### src/rtl/nd_1ton_buf_if.sv
`default_nettype none
// ============================================================================
//  Module   : nd_1ton_buf_if
//  Brief    : Handshake bundle for the 1-to-N routing node. It carries one
//             receive channel and NUM_OUT send channels, each using a 4-phase
//             req/ack handshake.
//             slave  - node side (receives on rcv0, drives snd)
//             master - environment side (drives rcv0, sinks snd)
//  Revision : 1.0 - initial release
// ============================================================================
interface nd_1ton_buf_if #(
    parameter int MSZ     = 20,
    parameter int NUM_OUT = 4
);
    logic                     rcv0_req;
    logic [MSZ-1:0]           rcv0_dat;
    logic                     rcv0_ack;
    logic [NUM_OUT-1:0]       snd_req;
    logic [NUM_OUT*MSZ-1:0]   snd_dat;
    logic [NUM_OUT-1:0]       snd_ack;

    modport master (
        output rcv0_req,
        output rcv0_dat,
        input  rcv0_ack,
        input  snd_req,
        input  snd_dat,
        output snd_ack
    );

    modport slave (
        input  rcv0_req,
        input  rcv0_dat,
        output rcv0_ack,
        output snd_req,
        output snd_dat,
        input  snd_ack
    );
endinterface
`default_nettype wire

### src/rtl/nd_1ton_buf.sv
`default_nettype none
// ============================================================================
//  Module   : nd_1ton_buf
//  Brief    : A single receive channel fans out to NUM_OUT send channels.
//             The destination address is compared against an ascending list
//             of thresholds to choose the output. Each output has its own
//             FIFO, so a stalled sink only blocks the input once its own FIFO
//             has filled.
//  Options  : ND_1TON_RED_CHECK_EN - verifies the redundancy field on accept.
//             Messages that fail the check are acked but dropped, and err_cnt
//             counts them.
//  Revision : 1.0 - initial release
// ============================================================================
module nd_1ton_buf #(
    parameter int ASZ     = 6,
    parameter int DSZ     = 4,
    parameter int RSZ     = 4,
    parameter int NUM_OUT = 4,
    parameter int DEPTH   = 4,
    parameter logic [(NUM_OUT-1)*ASZ-1:0] REF_VALS = {6'd41, 6'd27, 6'd13}
) (
    input  wire logic     i_clk,
    input  wire logic     reset,
    output logic          ready,
    nd_1ton_buf_if.slave  bus,
    output logic [7:0]    err_cnt
);
    localparam int c_msz = 2*ASZ + DSZ + RSZ;
    localparam int c_psz = 2*ASZ + DSZ;
    localparam int c_pw  = $clog2(DEPTH);
    localparam int c_iw  = (NUM_OUT > 1) ? $clog2(NUM_OUT) : 1;

    localparam logic [c_pw:0]   c_depth   = (c_pw+1)'(DEPTH);
    localparam logic [c_pw:0]   c_cnt_one = (c_pw+1)'(1);
    localparam logic [c_pw-1:0] c_ptr_one = c_pw'(1);
    localparam logic [c_iw-1:0] c_idx_one = c_iw'(1);

    typedef enum logic [0:0] {
        RX_IDLE = 1'b0,
        RX_ACK  = 1'b1
    } rx_state_t;

    typedef enum logic [1:0] {
        TX_IDLE = 2'd0,
        TX_REQ  = 2'd1,
        TX_WAIT = 2'd2
    } tx_state_t;

    logic                     r_ready;
    rx_state_t                r_rx_state;
    rx_state_t                w_rx_nxt;
    logic                     r_rcv_ack;
    logic                     w_ack_nxt;
    logic                     w_accept;
    logic                     w_write;
    logic                     w_red_ok;
    logic [ASZ-1:0]           w_dst;
    logic [c_iw-1:0]          w_idx;
    logic [NUM_OUT-1:0]       w_full_vec;
    logic [NUM_OUT-1:0]       w_snd_req;
    logic [NUM_OUT*c_msz-1:0] w_snd_dat;

    assign w_dst        = bus.rcv0_dat[RSZ+DSZ +: ASZ];
    assign ready        = r_ready;
    assign bus.rcv0_ack = r_rcv_ack;
    assign bus.snd_req  = w_snd_req;
    assign bus.snd_dat  = w_snd_dat;

    // The node is ready from the first clock edge after reset releases.
    always_ff @(posedge i_clk or negedge reset) begin
        if (!reset) r_ready <= 1'b0;
        else        r_ready <= 1'b1;
    end

    // Route index: the number of thresholds the destination strictly exceeds.
    always_comb begin
        w_idx = '0;
        for (int k = 0; k < NUM_OUT-1; k++) begin
            if (w_dst > REF_VALS[k*ASZ +: ASZ]) w_idx = w_idx + c_idx_one;
        end
    end

`ifdef ND_1TON_RED_CHECK_EN
    logic [c_psz-1:0] w_payload;
    logic [RSZ-1:0]   w_red;
    logic [RSZ-1:0]   w_red_calc;
    logic [7:0]       r_err_cnt;

    assign w_payload = bus.rcv0_dat[c_msz-1:RSZ];
    assign w_red     = bus.rcv0_dat[RSZ-1:0];

    // Redundancy bit i is the XOR of payload bits whose index is i mod RSZ.
    always_comb begin
        w_red_calc = '0;
        for (int i = 0; i < RSZ; i++) begin
            for (int j = 0; j < c_psz; j++) begin
                if ((j % RSZ) == i) w_red_calc[i] = w_red_calc[i] ^ w_payload[j];
            end
        end
    end

    assign w_red_ok = (w_red_calc == w_red);

    // Count dropped messages, saturating at the top of the range.
    always_ff @(posedge i_clk or negedge reset) begin
        if (!reset)
            r_err_cnt <= 8'd0;
        else if (w_accept && !w_red_ok && (r_err_cnt != 8'hFF))
            r_err_cnt <= r_err_cnt + 8'd1;
    end

    assign err_cnt = r_err_cnt;
`else
    assign w_red_ok = 1'b1;
    assign err_cnt  = 8'd0;
`endif

    // A corrupted message is still acked, but it does not reach any FIFO.
    assign w_write = w_accept && w_red_ok;

    // Input FSM state and ack register.
    always_ff @(posedge i_clk or negedge reset) begin
        if (!reset) begin
            r_rx_state <= RX_IDLE;
            r_rcv_ack  <= 1'b0;
        end else begin
            r_rx_state <= w_rx_nxt;
            r_rcv_ack  <= w_ack_nxt;
        end
    end

    // Input FSM next state. A full target FIFO holds the message at the head
    // of the line, whether or not its redundancy check would pass.
    always_comb begin
        w_rx_nxt  = r_rx_state;
        w_ack_nxt = r_rcv_ack;
        w_accept  = 1'b0;
        case (r_rx_state)
            RX_IDLE: begin
                if (r_ready && bus.rcv0_req && !w_full_vec[w_idx]) begin
                    w_accept  = 1'b1;
                    w_ack_nxt = 1'b1;
                    w_rx_nxt  = RX_ACK;
                end
            end
            RX_ACK: begin
                if (!bus.rcv0_req) begin
                    w_ack_nxt = 1'b0;
                    w_rx_nxt  = RX_IDLE;
                end
            end
            default: begin
                w_ack_nxt = 1'b0;
                w_rx_nxt  = RX_IDLE;
            end
        endcase
    end

    for (genvar k = 0; k < NUM_OUT; k++) begin : g_out
        logic [c_msz-1:0] r_mem [DEPTH];
        logic [c_pw-1:0]  r_wptr;
        logic [c_pw-1:0]  r_rptr;
        logic [c_pw:0]    r_cnt;
        tx_state_t        r_tx_state;
        tx_state_t        w_tx_nxt;
        logic             r_req;
        logic             w_req_nxt;
        logic [c_msz-1:0] r_dat;
        logic             w_load;
        logic             w_pop;
        logic             w_push;
        logic             w_empty;

        assign w_push        = w_write && (w_idx == c_iw'(k));
        assign w_empty       = (r_cnt == '0);
        assign w_full_vec[k] = (r_cnt == c_depth);
        assign w_snd_req[k]  = r_req;
        assign w_snd_dat[k*c_msz +: c_msz] = r_dat;

        // FIFO storage. Writes land at the write pointer and are never
        // forwarded to the output in the same cycle.
        always_ff @(posedge i_clk) begin
            if (w_push) r_mem[r_wptr] <= bus.rcv0_dat;
        end

        // FIFO pointers and occupancy. Push and pop may happen in the same cycle.
        always_ff @(posedge i_clk or negedge reset) begin
            if (!reset) begin
                r_wptr <= '0;
                r_rptr <= '0;
                r_cnt  <= '0;
            end else begin
                if (w_push) r_wptr <= r_wptr + c_ptr_one;
                if (w_pop)  r_rptr <= r_rptr + c_ptr_one;
                case ({w_push, w_pop})
                    2'b10:   r_cnt <= r_cnt + c_cnt_one;
                    2'b01:   r_cnt <= r_cnt - c_cnt_one;
                    default: r_cnt <= r_cnt;
                endcase
            end
        end

        // Output FSM state, request and data registers. Data holds while idle.
        always_ff @(posedge i_clk or negedge reset) begin
            if (!reset) begin
                r_tx_state <= TX_IDLE;
                r_req      <= 1'b0;
                r_dat      <= '0;
            end else begin
                r_tx_state <= w_tx_nxt;
                r_req      <= w_req_nxt;
                if (w_load) r_dat <= r_mem[r_rptr];
            end
        end

        // Output FSM next state. The head entry leaves the FIFO only once the
        // sink has acknowledged it.
        always_comb begin
            w_tx_nxt  = r_tx_state;
            w_req_nxt = r_req;
            w_load    = 1'b0;
            w_pop     = 1'b0;
            case (r_tx_state)
                TX_IDLE: begin
                    if (!w_empty && !bus.snd_ack[k]) begin
                        w_load    = 1'b1;
                        w_req_nxt = 1'b1;
                        w_tx_nxt  = TX_REQ;
                    end
                end
                TX_REQ: begin
                    if (bus.snd_ack[k]) begin
                        w_req_nxt = 1'b0;
                        w_pop     = 1'b1;
                        w_tx_nxt  = TX_WAIT;
                    end
                end
                TX_WAIT: begin
                    if (!bus.snd_ack[k]) w_tx_nxt = TX_IDLE;
                end
                default: begin
                    w_req_nxt = 1'b0;
                    w_tx_nxt  = TX_IDLE;
                end
            endcase
        end
    end
endmodule
`default_nettype wire

### src/flat_wrapper.sv
// flat-port wrapper written by rule: the top's interface ports become plain ports
module nd_1ton_buf_flat 
#(
    parameter int ASZ     = 6,
    parameter int DSZ     = 4,
    parameter int RSZ     = 4,
    parameter int NUM_OUT = 4,
    parameter int DEPTH   = 4,
    parameter logic [(NUM_OUT-1)*ASZ-1:0] REF_VALS = {6'd41, 6'd27, 6'd13}
)
  (i_clk, reset, ready, err_cnt, bus_rcv0_req, bus_rcv0_dat, bus_rcv0_ack, bus_snd_req, bus_snd_dat, bus_snd_ack);
  nd_1ton_buf_if #(.MSZ((20)), .NUM_OUT(NUM_OUT)) bus_i ();
  input  wire logic i_clk;
  input  wire logic reset;
  output logic ready;
  output logic [7:0] err_cnt;
  input wire logic [$bits(bus_i.rcv0_req)-1:0] bus_rcv0_req;
  input wire logic [$bits(bus_i.rcv0_dat)-1:0] bus_rcv0_dat;
  output wire logic [$bits(bus_i.rcv0_ack)-1:0] bus_rcv0_ack;
  output wire logic [$bits(bus_i.snd_req)-1:0] bus_snd_req;
  output wire logic [$bits(bus_i.snd_dat)-1:0] bus_snd_dat;
  input wire logic [$bits(bus_i.snd_ack)-1:0] bus_snd_ack;
  assign bus_i.rcv0_req = bus_rcv0_req;
  assign bus_i.rcv0_dat = bus_rcv0_dat;
  assign bus_rcv0_ack = bus_i.rcv0_ack;
  assign bus_snd_req = bus_i.snd_req;
  assign bus_snd_dat = bus_i.snd_dat;
  assign bus_i.snd_ack = bus_snd_ack;
  nd_1ton_buf #(.ASZ(ASZ), .DSZ(DSZ), .RSZ(RSZ), .NUM_OUT(NUM_OUT), .DEPTH(DEPTH), .REF_VALS(REF_VALS)) u_core (.i_clk(i_clk), .reset(reset), .ready(ready), .bus(bus_i), .err_cnt(err_cnt));
endmodule
### config.mk
export PLATFORM = sky130hd
export DESIGN_NAME = nd_1ton_buf_flat
export DESIGN_NICKNAME = d
export VERILOG_FILES = /design/src/rtl/nd_1ton_buf_if.sv /design/src/rtl/nd_1ton_buf.sv /design/src/flat_wrapper.sv
export SDC_FILE = /design/constraint.sdc
export NUM_CORES = 1
export LEC_CHECK = 0
export ABC_AREA = 1
export CORE_ASPECT_RATIO = 1.5
export CORE_UTILIZATION = 53
export CTS_CLUSTER_DIAMETER = 40
export CTS_CLUSTER_SIZE = 8
export DETAILED_ROUTE_END_ITERATION = 7
export GPL_ROUTABILITY_DRIVEN = 0
export PLACE_DENSITY_LB_ADDON = 0.1
export SKIP_CTS_REPAIR_TIMING = 1
export SLEW_MARGIN = 10
export SYNTH_ARGS = -nofsm -noshare
export SYNTH_HDL_FRONTEND = slang
export SYNTH_SLANG_ARGS = --single-unit
### constraint.sdc
create_clock -name i_clk -period 2.5 [get_ports i_clk]
set_clock_uncertainty 0.15 [all_clocks]
set_input_delay 0.375 -clock i_clk [delete_from_list [all_inputs] [get_ports i_clk]]
set_output_delay 0.375 -clock i_clk [all_outputs]
set_load 0.05 [all_outputs]
* Word level (Yosys, flattened, before mapping) *
Memory sizes are Yosys's and may differ from the RTL's. A register that Yosys moved wholly into a read port is not among the register bits.
Cells that the tools add are included.

storage, ports and cells
  bits in registers = 43
  latch bits = 0
  bits in writable memories = 320
  bits in read-only memories = 0
  input bits = 27
  logic and storage cells = 204
  memories = 4

memories
  memory                 depth  width  read ports  clocked after memory_dff  write ports  line                text
  u_core.g_out[0].r_mem  4      20     1           1                         1            nd_1ton_buf.sv:160  logic [c_msz-1:0] r_mem [DEPTH];
  u_core.g_out[1].r_mem  4      20     1           1                         1            nd_1ton_buf.sv:160
  u_core.g_out[2].r_mem  4      20     1           1                         1            nd_1ton_buf.sv:160
  u_core.g_out[3].r_mem  4      20     1           1                         1            nd_1ton_buf.sv:160

cells by class
  $add $sub $neg = 18
  $mul = 0
  div/mod/pow operators = 0
  $lt $le $gt $ge = 4
  equal/unequal tests = 37
  shifts and indexed selects = 0
  muxes and demuxes = 68
  bitwise logic cells = 5
  reduce and logical (&&, ||, !) cells = 45

operator list
  kind                                                   count
  two-way mux 1 bit                                      39
  two-way mux 2 bit                                      14
  one-hot mux 2 bit (3 select lines)                     4
  one-hot mux 3 bit (2 select lines)                     4
  AND reduction 3 bit                                    8
  equality test 2 bit, second input constant             10
  adder 2 x 1 -> 2 bit, second input constant            9
  equality test 2 x 1 -> 1 bit, second input constant    9
  inequality test 2 bit, second input constant           9
  zero test 1 bit                                        13
  adder 3 x 1 -> 3 bit, second input constant            4
  equality test 3 bit, second input constant             4
  zero test 3 bit                                        4
  one-hot mux 1 bit (3 select lines)                     4
  subtractor 3 x 1 -> 3 bit, second input constant       4
  logical AND 1 bit                                      10
  zero test 2 bit                                        5
  inequality test 2 x 1 -> 1 bit, second input constant  5
  nonzero test 2 bit                                     4
  > comparator 6 x 4 -> 1 bit, second input constant     1
  > comparator 6 x 5 -> 1 bit, second input constant     1
  > comparator 6 bit, second input constant              1
  NOT 1 bit                                              5
  one-hot mux 1 bit (2 select lines)                     2
  4 further kinds                                        4

* Logic depth before layout (Yosys ltp) *
  word-level depth = 15
  gate-level depth with buffers = 19
  mapped depth without buffers = 18

* Least setup slack after synthesis *
Ideal clock, no wire load.

  path kind = in2reg
  from = input port bus_rcv0_dat[12]
  to = memory u_core.g_out[1].r_mem[0][0] in the netlist's numbering (enable)
  arrival = 2,629 ps
  data required time = 1,953 ps
  slack = -675 ps
  cell stages on the path = 13
  buffers on the path = 1
  cell sequence = inv_1 -> o21ai_2 -> inv_1 -> ha_1 -> nand3_1 -> nand2_2 -> inv_1 -> nand3_1 -> nand2_2 -> nor2_2 -> buf_6 -> nand2_4 -> nor2_1

between the ends
  cells in the longest elaborated chain, start to end = 15
  elaborated cells between the ends (all ways) = 18
  those cells by class = add/sub (2); order compare (3); eq/ne (1); mux (9); reduce/logical (3)

ends and longest elaborated chain
  element                                      line                text
  from (decl)                                  flat_wrapper.sv:18  input wire logic [$bits(bus_i.rcv0_dat)-1:0] bus_rcv0_dat;
  > comparator 6 x 4 -> 1 bit                  nd_1ton_buf.sv:79   if (w_dst > REF_VALS[k*ASZ +: ASZ]) w_idx = w_idx + c_idx_one;
  two-way mux 1 bit                            nd_1ton_buf.sv:79
  adder 1 x 1 -> 2 bit                         nd_1ton_buf.sv:79
  two-way mux 2 bit                            nd_1ton_buf.sv:79
  adder 2 x 1 -> 2 bit                         nd_1ton_buf.sv:79
  two-way mux 2 bit (*)                        nd_1ton_buf.sv:79
  binary-select mux 1 bit (select 2 bit)       nd_1ton_buf.sv:140  if (r_ready && bus.rcv0_req && !w_full_vec[w_idx]) begin
  two-way mux 1 bit (not written as such)      nd_1ton_buf.sv:140
  zero test 1 bit                              nd_1ton_buf.sv:140
  logical AND 1 bit                            nd_1ton_buf.sv:140
  two-way mux 1 bit                            nd_1ton_buf.sv:140
  two-way mux 1 bit                            nd_1ton_buf.sv:138  case (r_rx_state)
  logical AND 1 bit (*)                        nd_1ton_buf.sv:174  assign w_push = w_write && (w_idx == c_iw'(k));
  two-way mux 1 bit (*)                        nd_1ton_buf.sv:183  if (w_push) r_mem[r_wptr] <= bus.rcv0_dat;
  two-way mux 1 bit (not written as such) (*)  nd_1ton_buf.sv:183
  to (decl)                                    nd_1ton_buf.sv:160

Every way passes the cells marked *; elsewhere a longest branch is shown, timed or not. The select of a mux whose other input is x is not followed.

* Final worst setup path *
  from = register u_core.g_out[1].r_cnt[0]
  to = register u_core.g_out[0].r_cnt[2]

between the ends
  cells in the longest elaborated chain, start to end = 10
  elaborated cells between the ends (all ways) = 12
  those cells by class = eq/ne (3); mux (5); reduce/logical (4)

ends and longest elaborated chain
  element                                                                          line                text
  from (decl)                                                                      nd_1ton_buf.sv:163  logic [c_pw:0] r_cnt;
  from (signal assigned)                                                           nd_1ton_buf.sv:196  2'b10: r_cnt <= r_cnt + c_cnt_one;
  from (signal assigned)                                                           nd_1ton_buf.sv:197  2'b01: r_cnt <= r_cnt - c_cnt_one;
  from (signal assigned)                                                           nd_1ton_buf.sv:198  default: r_cnt <= r_cnt;
  equality test 3 bit (*)                                                          nd_1ton_buf.sv:176  assign w_full_vec[k] = (r_cnt == c_depth);
  binary-select mux 1 bit (select 2 bit) (*)                                       nd_1ton_buf.sv:140
  two-way mux 1 bit (not written as such) (*)                                      nd_1ton_buf.sv:140
  zero test 1 bit (*)                                                              nd_1ton_buf.sv:140
  logical AND 1 bit (*)                                                            nd_1ton_buf.sv:140
  two-way mux 1 bit (*)                                                            nd_1ton_buf.sv:140
  two-way mux 1 bit (*)                                                            nd_1ton_buf.sv:138
  logical AND 1 bit (*)                                                            nd_1ton_buf.sv:174
  equality test 2 x 1 -> 1 bit / equality test 2 bit (equally long branches)       nd_1ton_buf.sv:195  case ({w_push, w_pop})
  one-hot mux 3 bit (2 select lines) / nonzero test 2 bit (equally long branches)  -
  to (signal assigned)                                                             nd_1ton_buf.sv:196
  to (signal assigned)                                                             nd_1ton_buf.sv:197
  to (signal assigned)                                                             nd_1ton_buf.sv:198
  to (decl)                                                                        nd_1ton_buf.sv:163

Marked as above.
A chain may end at the register's enable or synchronous reset.

==> impl_metrics.yaml <==
run_status:
  status: "finished, final reports clean"
clock_network:
  ctsLongestPathBuffers: 3
  ctsRootBufferMaster: "clkbuf_16"
  htree_levels: 2
  cts_tree: "built"
  clkTransAtPathRegs_ps: 50
  cts_sinks: 443
  clk_latency_ps: 570
  cts_made_buffers: 61
floorplan:
  die_x_um: 149
  rows: 80
  design.die.area_mm2: 0.0334
  start_util_pct: 54.1
  die_y_um: 223
  ioPinCount: 121
  core_mm2: 0.0319
setup_path:
  cp_max_fo: 5
  worstPathCellList: "nor2_1, inv_1, nor2_1, nand3_2, nand2_4, nor2_4, buf_6, nand2_4, ha_4, inv_2, fa_2, a21oi_2, o21ai_1, xor2_1"
  crit_path_end_kind: "flip-flop"
  cp_slowest_stage_delay_ps: 400
  rr_worst_depth: 14
  cp_slowest_cell: "dfrtp_1"
  worstPathRequired_ps: 2800
  crit_type: "reg -> reg"
  crit_arrival_ps: 2720
  cp-start-kind: "flip-flop"
grt:
  grt_pass1_wl_mm: 60.4
  grt_max_degree: 53
  grt_busiest_layer: "met2"
  grt-ovfl-total: 0
  use_met2_pct: 41.9
  antenna_found_initial: 0
  grt_pass1_vias: 11300
  grt_usage_pct: 24.2
  grt_util_met3_pct: 3.39
  grtUsageMet1_pct: 30.3
logic_synthesis:
  ys.flop_type: "edfxtp_1"
  yosysSeqAreaShare_pct: 73.4
  yosys.area_share.adder_pct: 1.98
  synthMuxAreaShare_pct: 0
  yosys.area_share.simple_pct: 11.8
  async_flop_share_pct: 27.8
  syn_avg_cell_area_um2: 12.2
  yosysWarnings: 0
  synth_top_family_by_area: "simple AND/OR/NAND/NOR gates"
  ys_ff_latch: 443
  synth_xor_area_share_pct: 0.760
  netlist_area_mm2: 0.0173
  synthCells: 1420
  yosysUniqueCellTypes: 32
  synth_compound_area_share_pct: 8.37
  synth_edf_count: 320
routing:
  drc: 0
  ant_nets: 0
  via_per_inst: 5.34
  dr.pass1.iters: 5
  num_vias: 11200
  drt_iter0_markers: 639
  totalWireLength_mm: 38.9
  detail_route.wl_per_cell_um: 18.6
final_layout:
  layout_commonest_cell: "edfxtp_1"
  nets: 1684
  drive_gt1_share_pct: 14.0
  area_delta_synth_final_pct: 25.0
  final_cell_mix: "320 x edfxtp_1, 301 x nor2_1, 160 x o21ai_0, 160 x nand2_1, 123 x dfrtp_1"
timing:
  post-route-period-util_pct: 96.7
  tightest_slew_ps: 749
  maxSlewViolCount: 0
  fin_crit_ps: 2420
  hold_viol_final: 0
  setup_viol: 0
  max-slew-margin-rel_pct: 50.0
  max_freq_mhz: 414
  fin_setup_tns_ps: 0
hold_path:
  hold_depth: 2
  min_path_type: "in -> reg"
job:
  max-cap-violations: 0
place:
  dp_hpwl_mm: 23.8
  io_buffers: 112
pwr:
  p_leak_nw: 8.22
  power_w: 0.0269
  power.density_mw_per_mm2: 1250
  peakVddDrop_mv: 0.659
registers in the layout (all words and copies together), names as in the netlist:
register	cells
u_core.g_out.r_wptr	8
u_core.bus.rcv0_ack	1
u_core.g_out.r_tx_state	8
u_core.g_out.r_rptr	8
u_core.r_rx_state	1
u_core.g_out.r_req	4
u_core.g_out.r_cnt	12
u_core.ready	1
u_core.g_out.r_mem	320
u_core.g_out.r_dat	80
kinds of logic (layout without fill, tap and decap cells):
kind of cell	count (synthesis)	count (layout)
and+or+nand+nor	515	516
DFF	443	443
AOI/OAI and AO/OA	266	266
buffers and inverters	154	406
adders and majority gates	25	25
xor gates and xnor gates	15	15
other	2	10
cells in the mapped netlist, types with 4 or more instances:
master | number | area [um^2]
fa_1 | 4 | 80.1
nand2_1 | 164 | 616
nor2_1 | 315 | 1180
inv_1 | 72 | 270
edfxtp_1 | 320 | 9610
buf_4 | 12 | 90.1
buf_1 | 4 | 15.0
xor2_1 | 11 | 96.3
o21ai_0 | 168 | 841
xnor2_1 | 4 | 35.0
a21oi_1 | 6 | 30.0
dfrtp_1 | 123 | 3080
o21ai_1 | 6 | 30.0
ha_1 | 21 | 263
a31oi_1 | 42 | 263
clkbuf_1 | 64 | 240
o22ai_1 | 40 | 250
nand3_1 | 18 | 90.1
path summary, 6_finish.rpt:
| check | startpoint | endpoint | slack [ps] |
|---|---|---|---|
| setup / recovery | u_core.g_out[1].r_cnt[0]$_DFFE_PN0P_ | u_core.g_out[0].r_cnt[2]$_DFFE_PN0P_ | 80 |
| hold / removal | bus_rcv0_dat[9] | u_core.g_out[0].r_mem[2][9]$_DFFE_PP_ | 130 |
| setup reg to reg | u_core.g_out[1].r_cnt[0]$_DFFE_PN0P_ | u_core.g_out[0].r_cnt[2]$_DFFE_PN0P_ | 80 |
| hold reg to reg | u_core.g_out[3].r_dat[8]$_DFFE_PN0P_ | u_core.g_out[3].r_dat[8]$_DFFE_PN0P_ | 320 |
| max in group asynchronous | reset | u_core.g_out[0].r_req$_DFFE_PN0P_ | 1330 |
| min in group asynchronous | reset | u_core.g_out[0].r_dat[12]$_DFFE_PN0P_ | 210 |
critical path: cells and delay by family (launching register included):
kind / cells / cell delay (ps)
simple gates: 6 / 680
buf+inv: 3 / 220
fa+ha+maj: 2 / 470
compound gates: 2 / 240
xor+xnor: 1 / 150
flops: 1 / 400
layout make-up:
cell class	instances	area (um^2)
antenna	1	2.50
fill	2284	10300
inverter	73	274
clock buffer	110	1710
tap	410	513
multi-input combinational	831	4230
clock inverter	1	5.00
timing repair buffer	222	2190
sequential	443	12700
through the flow:
step / utilization [%] / hold WS, ps / area, um^2 / worst slack (ps) / cells
6_report: 67.7 / 128 / 21600 / 83.6 / 2091
5_1_grt: 67.7 / 129 / 21600 / -22.4 / 2090
4_1_cts: 67.2 / -360 / 21500 / -538 / 2083
3_5_place_dp: 61.9 / 249 / 19800 / -1150 / 1972
3_3_place_gp: 61.9 / 243 / 19800 / -979 / 1972
2_1_floorplan: - / -70.6 / 17400 / -433 / 1427
power by group:
group | switching (W) | total, W | internal (W) | leakage [nW]
clock network | 0.00286 | 0.00738 | 0.00453 | 0.813
registers | 0.000720 | 0.00973 | 0.00901 | 4.33
logic | 0.00656 | 0.00982 | 0.00326 | 3.07
total | 0.0101 | 0.0269 | 0.0168 | 8.22
per-layer routing:
metal | wire length [um] | part of all wire (%) | up-vias
li1 | - | - | 5323
met1 | 15800 | 41 | 5484
met2 | 20200 | 52 | 279
met3 | 1670 | 4.3 | 78
met4 | 1210 | 3.1 | 0
met5 | 0 | 0 | -
(Power assumes the default switching activity.)
